`src/rtl/inst_encoder_loader_pkg.sv`:
```
// Shared encoder/decoder definitions: format codes, opcodes, helpers.
// IMM_RANGE_CHECK_EN enables immediate range checking in the loader.
package inst_encoder_loader_pkg;

  typedef enum logic [2:0] {
    FMT_R   = 3'd0,
    FMT_I   = 3'd1,
    FMT_ISH = 3'd2,
    FMT_S   = 3'd3,
    FMT_B   = 3'd4,
    FMT_U   = 3'd5,
    FMT_J   = 3'd6
  } fmt_e;

  localparam logic [6:0] OP_LUI    = 7'h37;
  localparam logic [6:0] OP_AUIPC  = 7'h17;
  localparam logic [6:0] OP_JAL    = 7'h6F;
  localparam logic [6:0] OP_JALR   = 7'h67;
  localparam logic [6:0] OP_BRANCH = 7'h63;
  localparam logic [6:0] OP_LOAD   = 7'h03;
  localparam logic [6:0] OP_STORE  = 7'h23;
  localparam logic [6:0] OP_IMM    = 7'h13;
  localparam logic [6:0] OP_REG    = 7'h33;

  typedef enum logic [1:0] {
    ST_IDLE = 2'd0,
    ST_RUN  = 2'd1,
    ST_DONE = 2'd2
  } state_e;

  // True when v is a sign-extended n-bit value.
  function automatic logic fits_s(input logic [31:0] v,
                                  input int unsigned n);
    logic ok;
    ok = 1'b1;
    for (int i = 0; i < 32; i++)
      if (i >= int'(n) && v[i] != v[n-1]) ok = 1'b0;
    return ok;
  endfunction

endpackage

```
`src/rtl/inst_encoder_loader_pack.sv`:
```
// Combinational RV32I field packer: decoded fields -> instruction word.
// IMM_RANGE_CHECK_EN adds an immediate range-check output.
module inst_pack
  import inst_encoder_loader_pkg::*;
(
  input  logic [2:0]  fmt,
  input  logic [6:0]  opcode,
  input  logic [2:0]  funct3,
  input  logic [6:0]  funct7,
  input  logic [4:0]  rd,
  input  logic [4:0]  rs1,
  input  logic [4:0]  rs2,
  input  logic [31:0] imm,
  output logic [31:0] word
`ifdef IMM_RANGE_CHECK_EN
  ,
  output logic        imm_ok
`endif
);

  always_comb begin
    word = {funct7, rs2, rs1, funct3, rd, opcode};
    case (fmt)
      FMT_I:
        word = {imm[11:0], rs1, funct3, rd, opcode};
      FMT_ISH:
        word = {funct7, imm[4:0], rs1, funct3, rd, opcode};
      FMT_S:
        word = {imm[11:5], rs2, rs1, funct3,
                imm[4:0], opcode};
      FMT_B:
        word = {imm[12], imm[10:5], rs2, rs1, funct3,
                imm[4:1], imm[11], opcode};
      FMT_U:
        word = {imm[31:12], rd, opcode};
      FMT_J:
        word = {imm[20], imm[10:1], imm[11],
                imm[19:12], rd, opcode};
      default: ;
    endcase
  end

`ifdef IMM_RANGE_CHECK_EN
  always_comb begin
    imm_ok = 1'b1;
    case (fmt)
      FMT_I, FMT_S: imm_ok = fits_s(imm, 12);
      FMT_ISH:      imm_ok = ~|imm[31:5];
      FMT_B:        imm_ok = fits_s(imm, 13) & ~imm[0];
      FMT_J:        imm_ok = fits_s(imm, 21) & ~imm[0];
      FMT_U:        imm_ok = ~|imm[11:0];
      default: ;
    endcase
  end
`endif

endmodule

```
`src/rtl/inst_encoder_loader.sv`:
```
// Streams packed RV32I words into instruction memory at consecutive addresses.
// IMM_RANGE_CHECK_EN drops out-of-range bundles and flags imm_err.
module inst_encoder_loader
  import inst_encoder_loader_pkg::*;
#(
  parameter int ADDR_W = 8,
  parameter int DEPTH  = 256
) (
  input  logic              clk,
  input  logic              rst,
  input  logic              start,
  input  logic [ADDR_W-1:0] start_addr,
  input  logic              in_valid,
  output logic              in_ready,
  input  logic [2:0]        in_fmt,
  input  logic [6:0]        in_opcode,
  input  logic [2:0]        in_funct3,
  input  logic [6:0]        in_funct7,
  input  logic [4:0]        in_rd,
  input  logic [4:0]        in_rs1,
  input  logic [4:0]        in_rs2,
  input  logic [31:0]       in_imm,
  output logic              mem_we,
  input  logic              mem_ready,
  output logic [ADDR_W-1:0] mem_addr,
  output logic [31:0]       mem_wdata,
  output logic              busy,
  output logic              done,
  output logic              imm_err
);

  localparam int CNT_W = $clog2(DEPTH + 1);
  localparam logic [ADDR_W-1:0] ADDR_TOP = '1;
  localparam logic [CNT_W-1:0]  CNT_LAST = CNT_W'(DEPTH - 1);

  state_e            state_q, state_d;
  logic [ADDR_W-1:0] addr_q, addr_d;
  logic [CNT_W-1:0]  cnt_q, cnt_d;
  logic              we_q, we_d;
  logic [31:0]       wdata_q, wdata_d;
  logic              done_q, done_d;
  logic [31:0]       word;
  logic              imm_ok;
  logic              last_held, last_pending;
  logic              wr_fire, accept;

  inst_pack u_pack (
    .fmt    (in_fmt),
    .opcode (in_opcode),
    .funct3 (in_funct3),
    .funct7 (in_funct7),
    .rd     (in_rd),
    .rs1    (in_rs1),
    .rs2    (in_rs2),
    .imm    (in_imm),
    .word   (word)
`ifdef IMM_RANGE_CHECK_EN
    ,
    .imm_ok (imm_ok)
`endif
  );

`ifndef IMM_RANGE_CHECK_EN
  assign imm_ok = 1'b1;
`endif

  // The held word is final if it fills DEPTH or sits at the top address.
  assign last_held    = (cnt_q == CNT_LAST) || (addr_q == ADDR_TOP);
  assign last_pending = we_q && last_held;
  assign wr_fire      = we_q && mem_ready;
  assign in_ready     = (state_q == ST_RUN) &&
                        (!we_q || mem_ready) && !last_pending;
  assign accept       = in_valid && in_ready;

  always_comb begin
    state_d = state_q;
    addr_d  = addr_q;
    cnt_d   = cnt_q;
    we_d    = we_q;
    wdata_d = wdata_q;
    done_d  = done_q;
    if (start) begin
      state_d = ST_RUN;
      addr_d  = start_addr;
      cnt_d   = '0;
      we_d    = 1'b0;
      wdata_d = '0;
      done_d  = 1'b0;
    end else begin
      if (wr_fire) begin
        we_d  = 1'b0;
        cnt_d = cnt_q + CNT_W'(1);
        if (addr_q != ADDR_TOP)
          addr_d = addr_q + ADDR_W'(1);
        if (last_held) begin
          state_d = ST_DONE;
          done_d  = 1'b1;
        end
      end
      if (accept && imm_ok) begin
        we_d    = 1'b1;
        wdata_d = word;
      end
    end
  end

  always_ff @(posedge clk or posedge rst) begin
    if (rst) begin
      state_q <= ST_IDLE;
      addr_q  <= '0;
      cnt_q   <= '0;
      we_q    <= 1'b0;
      wdata_q <= '0;
      done_q  <= 1'b0;
    end else begin
      state_q <= state_d;
      addr_q  <= addr_d;
      cnt_q   <= cnt_d;
      we_q    <= we_d;
      wdata_q <= wdata_d;
      done_q  <= done_d;
    end
  end

`ifdef IMM_RANGE_CHECK_EN
  logic err_q, err_d;

  always_comb begin
    err_d = err_q;
    if (start)
      err_d = 1'b0;
    else if (accept && !imm_ok)
      err_d = 1'b1;
  end

  always_ff @(posedge clk or posedge rst) begin
    if (rst) err_q <= 1'b0;
    else     err_q <= err_d;
  end

  assign imm_err = err_q;
`else
  assign imm_err = 1'b0;
`endif

  assign mem_we    = we_q;
  assign mem_addr  = addr_q;
  assign mem_wdata = wdata_q;
  assign busy      = (state_q == ST_RUN);
  assign done      = done_q;

endmodule

```
`config.mk`:
```
export PLATFORM = sky130hd
export DESIGN_NAME = inst_encoder_loader
export DESIGN_NICKNAME = d
export VERILOG_FILES = /design/src/rtl/inst_encoder_loader_pkg.sv /design/src/rtl/inst_encoder_loader_pack.sv /design/src/rtl/inst_encoder_loader.sv
export SDC_FILE = /design/constraint.sdc
export NUM_CORES = 1
export LEC_CHECK = 0
export BUFFER_PORTS_ARGS = -buffer_cell sky130_fd_sc_hd__buf_2
export CORE_ASPECT_RATIO = 1.4
export CORE_MARGIN = 4
export CORE_UTILIZATION = 50
export DETAILED_ROUTE_END_ITERATION = 12
export PLACE_DENSITY = 0.78
export REMOVE_ABC_BUFFERS = 1
export SYNTH_ARGS = -nofsm -noshare
export SYNTH_HDL_FRONTEND = slang
export SYNTH_SLANG_ARGS = --single-unit
```
`constraint.sdc`:
```
create_clock -name clk -period 2.52 [get_ports clk]
set_clock_uncertainty 0.1 [all_clocks]
set_input_delay 0.378 -clock clk [delete_from_list [all_inputs] [get_ports clk]]
set_output_delay 0.378 -clock clk [all_outputs]
set_load 0.1 [all_outputs]
```
==> results of run 1 <==
[metrics by stage]
step / hold WS (ns) / setup TNS [ns]
2_1_floorplan: 0.3361 / -15.47
3_3_place_gp: 0.3426 / 0
3_5_place_dp: 0.3468 / 0
4_1_cts: 0.003351 / 0
5_1_grt: 0.02666 / 0
6_report: -0.01404 / 0
[placed cells by master (no fill, tap or decap), types with 3 or more instances in the layout]
cell type	Yosys	final
mux2i_1	23	23
a21oi_1	31	31
nand3_1	24	23
a211oi_2	15	15
o21ai_1	9	9
nor4bb_1	4	4
a31oi_1	3	3
buf_2	16	122
nor2_1	28	28
dfrtp_1	52	52
xnor2_1	4	4
xor2_1	9	9
buf_12	0	3
a211oi_1	7	7
buf_4	1	10
a311oi_1	8	8
o21ai_0	17	16
and3_1	4	4
nand2_1	34	34
a311oi_2	5	5
nand4_1	3	3
nor3_1	30	30
clkbuf_8	0	5
inv_1	11	9
[worst min-delay path by stage]
stage / endpoint / slack (ns) / depth (start not counted)
5_1_grt: cnt_q[3]$_DFFE_PP0P_ / 0.03 / 2
3_5_place_dp: cnt_q[2]$_DFFE_PP0P_ / 0.35 / 2
2_1_floorplan: mem_wdata[10]$_DFFE_PP0P_ / 0.34 / 1
4_1_cts: mem_addr[2]$_DFFE_PP0P_ / 0.003 / 2
6_report: cnt_q[0]$_DFFE_PP0P_ / -0.01 / 2
3_3_place_gp: cnt_q[6]$_DFFE_PP0P_ / 0.34 / 2
[cells by family after synthesis]
kind of cell	synth area share, %
AOI/OAI and AO/OA	22.62
xor gates and xnor gates	3.347
adders and majority gates	1.103
buffers and inverters	6.215
DFF	38.25
muxes	7.760
other	0.1102
and+or+nand+nor	20.60
[registers in the layout, indices dropped and copies added, names as in the netlist]
| signal | count |
|---|---|
| mem_addr | 8 |
| cnt_q | 9 |
| mem_wdata | 32 |
| state_q | 2 |
| mem_we | 1 |
[layout make-up]
| cell class | count | share of cell area, % |
|---|---|---|
| multi-input combinational | 285 | 45.12 |
| sequential | 52 | 30.85 |
| timing repair buffer | 135 | 17.68 |
| tap | 92 | 2.729 |
| clock buffer | 6 | 1.721 |
| inverter | 11 | 0.9789 |
| clock inverter | 2 | 0.9196 |
[routing by layer]
layer  up-vias  GRT usage [%]
met5         -              0
met4         0          7.634
met3        16          4.444
met2       121          38.36
met1      1578          28.02
li1       1607              -
[power groups by stage]
stage	sequential [W]	clock, W	combinational, W
floorplan	0.00143	0	0.000278
global placement	0.000967	0	0.00100
detailed placement	0.000968	0	0.00102
CTS	0.000953	0.000593	0.00102
global route	0.000966	0.000636	0.00108
finish	0.000956	0.000584	0.00102
[worst max-delay path, cell delays in order, from the launching register on]
cell and delay, ns:
dfrtp_1 0.42, ha_2 0.22, nand3_1 0.08, nor2_1 0.04, ha_1 0.17, inv_2 0.09
o21ai_2 0.07, nor2_1 0.10, o21a_1 0.16, buf_12 0.18
[what timing repair did]
action | CTS | global route
setup buffers | 0 | 0
pin swaps | 0 | 0
gates resized for setup | 1 | 5
setup endpoints to repair | 1 | 1
cloned | 0 | 0
==> impl_metrics.json, run 1 <==
{
  "routed_wl_um": 8990,
  "dp_slack_ns": 0.2660,
  "ys_types": 48,
  "final_cells": 583,
  "combPwrFrac_pct": 39.8,
  "clkPwrFrac_pct": 22.8,
  "routed.top_layer": "met4",
  "initial_core_util_pct": 51.45,
  "clk_pin_slew_ns": 0.10,
  "routed_via_density": 5.698,
  "reg2reg_slack_ns": 0.38,
  "yosysMostFrequentCell": "dfrtp_1",
  "ir_worst_vdd_mv": 0.3113,
  "num_io_pins": 125,
  "fin_hold_ws_ns": -0.01404,
  "status": "complete, but fails checks",
  "worstMarginPinSlew_ns": 0.7714,
  "n_fill_cell": 549,
  "cts.sinks": 52,
  "ys_ff_latch": 52,
  "place.gp.congestion": 0.8792,
  "total_power_w": 0.002556,
  "cts_buffers": 5,
  "placed_cell_area_mm2": 0.004093,
  "synth_area_leaders": "dfrtp_1 (38%), mux2i_1 (6.8%), a211oi_2 (5.5%), a21oi_1 (4.6%), nor3_1 (4.4%)",
  "die_w_um": 77.72,
  "worst_hold_path_type": "in -> async",
  "antenna_found_initial": 0,
  "grt_pass1_wl_um": 15270,
  "final_nets": 573,
  "worstSetupPathType": "reg -> out",
  "via_count": 3322,
  "cts-hold-fix-buffers": 0,
  "wl_met3_um": 688,
  "clkLatencyLatePin_ns": 0.31,
  "violations": "hold timing",
  "syn-cell-area_mm2": 0.003402,
  "rsz0062_at_grt": "false",
  "arrival_ns": 1.86,
  "synthArstFlopShare_pct": 100.0,
  "p_leak_nw": 2.000,
  "period_share_pct": 92.59,
  "yosys_warnings": 0,
  "setup_violations": 0,
  "fp-row-count": 35,
  "synth_common_cells": "dfrtp_1 (52), nand2_1 (34), a21oi_1 (31), nor3_1 (30), nor2_1 (28)",
  "r2r_end": "mem_wdata[19]$_DFFE_PP0P_",
  "drtIter0Drc": 171,
  "fin_util_pct": 63.78,
  "cts_max_level": 2,
  "final_area_mm2": 0.004218,
  "routedWlPerCell_um": 15.42,
  "netlist_instances": 383,
  "start_kind": "register",
  "p_int_w": 0.001440,
  "antenna_cells": 0,
  "synth_top_area_share_pct": 38.25,
  "die_area_mm2": 0.008207,
  "critPathMaxFanout": 4,
  "p_switching_w": 0.001117,
  "endpoint_kind": "output port",
  "rr_worst_depth": 5,
  "globalRoute.totalOverflow": 0,
  "final_antenna_net_count": 0,
  "drcViolationCount": 0,
  "design.core.area_mm2": 0.006613,
  "drv_cap": 0,
  "firstDrtPassIters": 4,
  "cts-root-buf": "clkbuf_8",
  "multi_input_area_mm2": 0.001903,
  "regArea_mm2": 0.001301,
  "seqPwrFrac_pct": 37.4,
  "fmax_mhz": 428.6,
  "synth_top_area_cell": "dfrtp_1",
  "grt_util_all_layers_pct": 22.46,
  "wl_met2_um": 4549,
  "dp_hpwl_um": 6582,
  "grt_pass1_vias": 3356,
  "r2r_start": "mem_addr[0]$_DFFE_PP0P_",
  "timing.final.ws_setup_ns": 0.1868,
  "period_minus_slack_ns": 2.333,
  "dp_cells": 575,
  "sw_frac_of_total_pct": 43.68,
  "area_growth_pct": 23.98,
  "synth_flop_cell": "dfrtp_1",
  "grt_max_degree": 43,
  "layout-drive-gt1-share_pct": 35.44,
  "hold_viol": 22,
  "synth.yosys.seq_area_share_pct": 38.25,
  "clk_path_buf_depth": 2,
  "io_buffers": 123,
  "die_height_um": 105.6,
  "synth_edf_count": 0,
  "worstPathRequired_ns": 2.04,
  "critPathCapture": "in_ready",
  "cp-startpoint": "cnt_q[0]$_DFFE_PP0P_",
  "max_slew_margin_pct": 48.58,
  "syn_area_per_cell_um2": 8.883,
  "slew_viol_final": 0,
  "power.density_mw_per_mm2": 606.1,
  "cts_tree": "yes",
  "wl_met1_um": 3629
}
Note: power is estimated with default switching activity, not from simulation.
==> run 2, diff against run 1 <==
--- a/config.mk
+++ b/config.mk
@@ -8,9 +8,9 @@
 export BUFFER_PORTS_ARGS = -buffer_cell sky130_fd_sc_hd__buf_2
 export CORE_ASPECT_RATIO = 1.4
 export CORE_MARGIN = 4
-export CORE_UTILIZATION = 50
+export CORE_UTILIZATION = 54
 export DETAILED_ROUTE_END_ITERATION = 12
-export PLACE_DENSITY = 0.78
+export PLACE_DENSITY = 0.83
 export REMOVE_ABC_BUFFERS = 1
 export SYNTH_ARGS = -nofsm -noshare
 export SYNTH_HDL_FRONTEND = slang
==> constraint.sdc (replaced) <==
create_clock -name clk -period 2.7 [get_ports clk]
set_clock_uncertainty 0.1 [all_clocks]
set_input_delay 0.405 -clock clk [delete_from_list [all_inputs] [get_ports clk]]
set_output_delay 0.405 -clock clk [all_outputs]
set_load 0.1 [all_outputs]
==> impl_metrics.json, run 2 (same netlist as run 1, synthesis figures left out) <==
{
  "clkLatencyLatePin_ns": 0.30,
  "cts.sinks": 52,
  "rsz0062_at_grt": "false",
  "regArea_mm2": 0.001301,
  "setup_violations": 0,
  "hold_viol": 0,
  "drcViolationCount": 0,
  "clk_pin_slew_ns": 0.09,
  "antenna_cells": 0,
  "grt_pass1_wl_um": 14460,
  "p_switching_w": 0.001034,
  "fin_util_pct": 68.48,
  "slew_viol_final": 0,
  "clkPwrFrac_pct": 19.1,
  "endpoint_kind": "output port",
  "max_slew_margin_pct": 47.37,
  "cts_setup_buffers": 0,
  "cts_tree": "yes",
  "critPathBufInv": 2,
  "final_area_mm2": 0.004100,
  "seqPwrFrac_pct": 39.4,
  "firstDrtPassIters": 5,
  "antenna_found_initial": 0,
  "worstMarginPinSlew_ns": 0.7895,
  "final_nets": 571,
  "area_growth_pct": 20.52,
  "drtIter0Drc": 138,
  "max_stage_delay_ns": 0.42,
  "final_cells": 558,
  "layout_common_cells": "buf_2 (122), dfrtp_1 (52), nand2_1 (34), a21oi_1 (31), nor3_1 (30)",
  "grt_max_degree": 43,
  "cts_buffers": 5,
  "place.gp.congestion": 0.9683,
  "worstSetupPathType": "reg -> out",
  "grt_pass1_vias": 3172,
  "ir_worst_vdd_mv": 0.2943,
  "n_fill_cell": 484,
  "multi_input_area_mm2": 0.001889,
  "power.density_mw_per_mm2": 552.3,
  "period_share_pct": 92.68,
  "drv_cap": 0,
  "placed_cell_area_mm2": 0.004003,
  "fmax_mhz": 399.6,
  "dp_cells": 550,
  "timing.final.ws_setup_ns": 0.1976,
  "routed_via_density": 5.898,
  "crit_family": "flip-flops",
  "num_io_pins": 125,
  "via_count": 3291,
  "sw_frac_of_total_pct": 45.64,
  "die_w_um": 75.08,
  "largest_reg_flops": 32,
  "start_kind": "register",
  "worst_hold_path_type": "in -> reg",
  "die_height_um": 101.9,
  "cts_max_level": 2,
  "status": "finished, final reports clean",
  "dp_hpwl_um": 6582,
  "io_buffers": 123,
  "critPathMaxFanout": 4,
  "dp_slack_ns": 0.3186,
  "initial_core_util_pct": 56.82,
  "cts-root-buf": "clkbuf_8",
  "design.core.area_mm2": 0.005987,
  "layout_commonest_cell": "buf_2",
  "worstPathRequired_ns": 2.19,
  "period_minus_slack_ns": 2.502,
  "die_area_mm2": 0.007652,
  "arrival_ns": 2.00,
  "path_cells": "ha_1, nand3_1, nor2_1, ha_1, inv_1, o21ai_1, nor2_1, o21a_1, buf_6",
  "globalRoute.totalOverflow": 0,
  "p_int_w": 0.001231,
  "layout-drive-gt1-share_pct": 34.02,
  "clk_path_buf_depth": 2,
  "final_antenna_net_count": 0,
  "fp-row-count": 33,
  "combPwrFrac_pct": 41.4,
  "routed_wl_um": 9077,
  "grt_util_all_layers_pct": 23.76,
  "crit_slowest_cell": "dfrtp_1",
  "routedWlPerCell_um": 16.27,
  "p_leak_nw": 1.963
}
## run 2: cell count changes in the layout (fill, tap and decap cells not counted), sizes merged
cell	change
buf	-3
bufinv	-1
clkbuf	-1
clkinv	+1
clkinvlp	+1
dlygate4sd3	+1
inv	-1
## run 2: worst register-to-register path: cells and delay by family (launching register included)
| kind | cells | cell delay (ns) |
|---|---|---|
| DFF | 1 | 0.42 |
| AOI/OAI and AO/OA | 2 | 0.72 |
| and+or+nand+nor | 3 | 0.22 |
| adders and majority gates | 2 | 0.41 |
| buffers and inverters | 2 | 0.41 |
## run 2: path summary, 6_finish.rpt
path / cells after the start / endpoint / start / slack [ns]
min in group asynchronous: 3 / mem_wdata[21]$_DFFE_PP0P_ / rst / 0.53
min reg2reg: 1 / state_q[0]$_DFFE_PP0P_ / state_q[0]$_DFFE_PP0P_ / 0.40
min: 3 / mem_addr[6]$_DFFE_PP0P_ / start_addr[6] / 0.21
max: 9 / in_ready / cnt_q[0]$_DFFE_PP0P_ / 0.20
max reg2reg: 9 / mem_wdata[9]$_DFFE_PP0P_ / cnt_q[0]$_DFFE_PP0P_ / 0.34
max in group asynchronous: 4 / mem_wdata[6]$_DFFE_PP0P_ / rst / 1.32
## run 2: layout make-up
type | instances | share of cell area (%)
multi-input cells | 285 | 46.08
flip-flops and latches | 52 | 31.74
repair buffers | 133 | 17.06
well taps | 70 | 2.136
clock buffers | 5 | 1.678
inverters | 11 | 1.007
clock inverters | 2 | 0.3052
## run 2: routing by layer
| layer | global-route usage (%) | vias to the layer above | part of all wire (%) |
|---|---|---|---|
| met2 | 41.07 | 124 | 52 |
| met5 | 0 | - | 0 |
| li1 | - | 1601 | - |
| met4 | 4.110 | 0 | 0.55 |
| met1 | 30.87 | 1562 | 40 |
| met3 | 4.724 | 4 | 7.4 |
## run 2: stage by stage
| step | hold WS [ns] | total power (W) | setup TNS, ns |
|---|---|---|---|
| after floorplan | 0.3577 | 0.001590 | -9.496 |
| after global placement | 0.3250 | 0.001826 | 0 |
| after detailed placement | 0.3287 | 0.001843 | 0 |
| after CTS | 0.2052 | 0.002267 | 0 |
| after global routing | 0.2118 | 0.002363 | 0 |
| final | 0.2098 | 0.002264 | 0 |
## run 2: repair_timing
action / in CTS / in global routing
hold buffers: 1 / 0
gates resized for setup: 1 / 2
endpoints found under the setup margin: 1 / 1
endpoints found under the hold margin: 6 / 0
## run 2: power by group through the flow
| stage | clock network, W | logic (W) | registers, W |
|---|---|---|---|
| final | 0.000433 | 0.000938 | 0.000893 |
| after global routing | 0.000469 | 0.000994 | 0.000901 |
| after CTS | 0.000435 | 0.000940 | 0.000892 |
| after detailed placement | 0 | 0.000937 | 0.000905 |
| after global placement | 0 | 0.000922 | 0.000904 |
| after floorplan | 0 | 0.000260 | 0.00133 |
==> run 3, diff against run 2 <==
--- a/config.mk
+++ b/config.mk
@@ -7,10 +7,10 @@
 export LEC_CHECK = 0
 export BUFFER_PORTS_ARGS = -buffer_cell sky130_fd_sc_hd__buf_2
 export CORE_ASPECT_RATIO = 1.4
-export CORE_MARGIN = 4
 export CORE_UTILIZATION = 54
+export CTS_CLUSTER_SIZE = 16
 export DETAILED_ROUTE_END_ITERATION = 12
-export PLACE_DENSITY = 0.83
+export PLACE_DENSITY = 0.86
 export REMOVE_ABC_BUFFERS = 1
 export SYNTH_ARGS = -nofsm -noshare
 export SYNTH_HDL_FRONTEND = slang
==> impl_metrics.json, run 3 (same netlist as run 1, synthesis figures left out) <==
{
  "reg2reg_slack_ns": 0.49,
  "dp_slack_ns": 0.3434,
  "tns_ns": 0,
  "drv_cap": 0,
  "start_kind": "register",
  "max_slew_margin_pct": 47.05,
  "timing.final.ws_setup_ns": 0.1808,
  "largest_reg_flops": 32,
  "die_w_um": 69.08,
  "final_antenna_net_count": 0,
  "arrival_ns": 2.01,
  "layout_commonest_cell": "buf_2",
  "hold_viol": 0,
  "place.gp.congestion": 0.8950,
  "grt_pass1_vias": 3354,
  "worst_hold_path_type": "in -> async",
  "cts_max_level": 2,
  "die_area_mm2": 0.006626,
  "power.density_mw_per_mm2": 575.3,
  "via_count": 3391,
  "fp-row-count": 33,
  "rr_worst_depth": 5,
  "io_buffers": 123,
  "cts_buffers": 5,
  "cts_resized": 1,
  "period_minus_slack_ns": 2.519,
  "cts-root-buf": "clkbuf_8",
  "cts_setup_buffers": 0,
  "grt_max_degree": 43,
  "wl_met1_um": 3638,
  "design.core.area_mm2": 0.005987,
  "worstMarginPinSlew_ns": 0.7942,
  "wl_met3_um": 706,
  "regArea_mm2": 0.001301,
  "firstDrtPassIters": 5,
  "wl_met2_um": 4495,
  "globalRoute.totalOverflow": 0,
  "antenna_found_initial": 0,
  "routedWlPerCell_um": 16.06,
  "area_growth_pct": 21.18,
  "cts_tree": "yes",
  "routed_wl_um": 8978,
  "rsz0062_at_grt": "false",
  "dp_hpwl_um": 6385,
  "grt_pass1_wl_um": 14840,
  "setup_violations": 0,
  "period_share_pct": 93.30,
  "layout-drive-gt1-share_pct": 34.36,
  "fin_util_pct": 68.86,
  "routed.top_layer": "met4",
  "endpoint_kind": "output port",
  "cts-hold-fix-buffers": 0,
  "die_height_um": 95.92,
  "clk_pin_slew_ns": 0.10,
  "layout_common_cells": "buf_2 (122), dfrtp_1 (52), nand2_1 (34), a21oi_1 (31), nor3_1 (30)",
  "grt_util_all_layers_pct": 27.33,
  "num_io_pins": 125,
  "drcViolationCount": 0,
  "final_nets": 571,
  "clk_path_buf_depth": 2,
  "worstPathRequired_ns": 2.19,
  "routed_via_density": 6.066,
  "n_fill_cell": 467,
  "cts.sinks": 52,
  "fmax_mhz": 397.0,
  "initial_core_util_pct": 56.82,
  "slew_viol_final": 0,
  "critPathMaxFanout": 4,
  "r2r_start": "mem_addr[1]$_DFFE_PP0P_",
  "worstSetupPathType": "reg -> out",
  "multi_input_area_mm2": 0.001892,
  "status": "finished, final reports clean",
  "ir_worst_vdd_mv": 0.2923,
  "antenna_cells": 0,
  "clkLatencyLatePin_ns": 0.31,
  "r2r_end": "mem_wdata[17]$_DFFE_PP0P_",
  "p_leak_nw": 1.975,
  "drtIter0Drc": 187
}
## run 3: where the power goes
group	total (W)	switching (W)	internal, W
sequential	0.000890	0.0000510	0.000839
clock	0.000540	0.000264	0.000276
combinational	0.000942	0.000726	0.000216
total	0.00237	0.00104	0.00133
## run 3: routing by layer
| layer | GRT usage [%] | up-vias |
|---|---|---|
| met5 | 0 | - |
| met4 | 8.673 | 0 |
| met3 | 5.654 | 18 |
| met2 | 49.92 | 166 |
| met1 | 32.17 | 1605 |
| li1 | - | 1602 |
## run 3: stage by stage
stage	hold WS (ns)	cells	cell area [um^2]	power, W
after floorplan	0.3577	348	3232	0.001590
after global placement	0.3876	551	4010	0.001823
after detailed placement	0.4002	551	4010	0.001842
after CTS	0.1036	559	4120	0.002378
after global routing	0.1285	559	4123	0.002461
final	0.08404	559	4123	0.002372
## run 3: worst max path at each step
stage / from / to / slack (ns)
final: cnt_q[0]$_DFFE_PP0P_ / in_ready / 0.18
after global routing: cnt_q[0]$_DFFE_PP0P_ / in_ready / 0.01
after CTS: mem_addr[0]$_DFFE_PP0P_ / in_ready / 0.10
after detailed placement: cnt_q[0]$_DFFE_PP0P_ / in_ready / 0.34
after global placement: cnt_q[0]$_DFFE_PP0P_ / in_ready / 0.38
after floorplan: state_q[1]$_DFFE_PP0P_ / in_ready / -0.35
## run 3: worst max-delay path, cell delays in order, from the launching register on
cell	delay, ns
dfrtp_1	0.41
ha_1	0.25
nand3_1	0.09
nor2_1	0.04
ha_1	0.16
inv_1	0.13
o21ai_1	0.13
nor2_1	0.11
o21a_1	0.12
buf_4	0.28
## run 3: cell type report
cell class                      count  share of cell area (%)
Clock inverter                      2                  0.8498
Timing Repair Buffer              133                   16.81
Tap cell                           70                   2.124
Sequential cell                    52                   31.56
Clock buffer                        6                   1.760
Multi-Input combinational cell    285                   45.89
Inverter                           11                   1.002
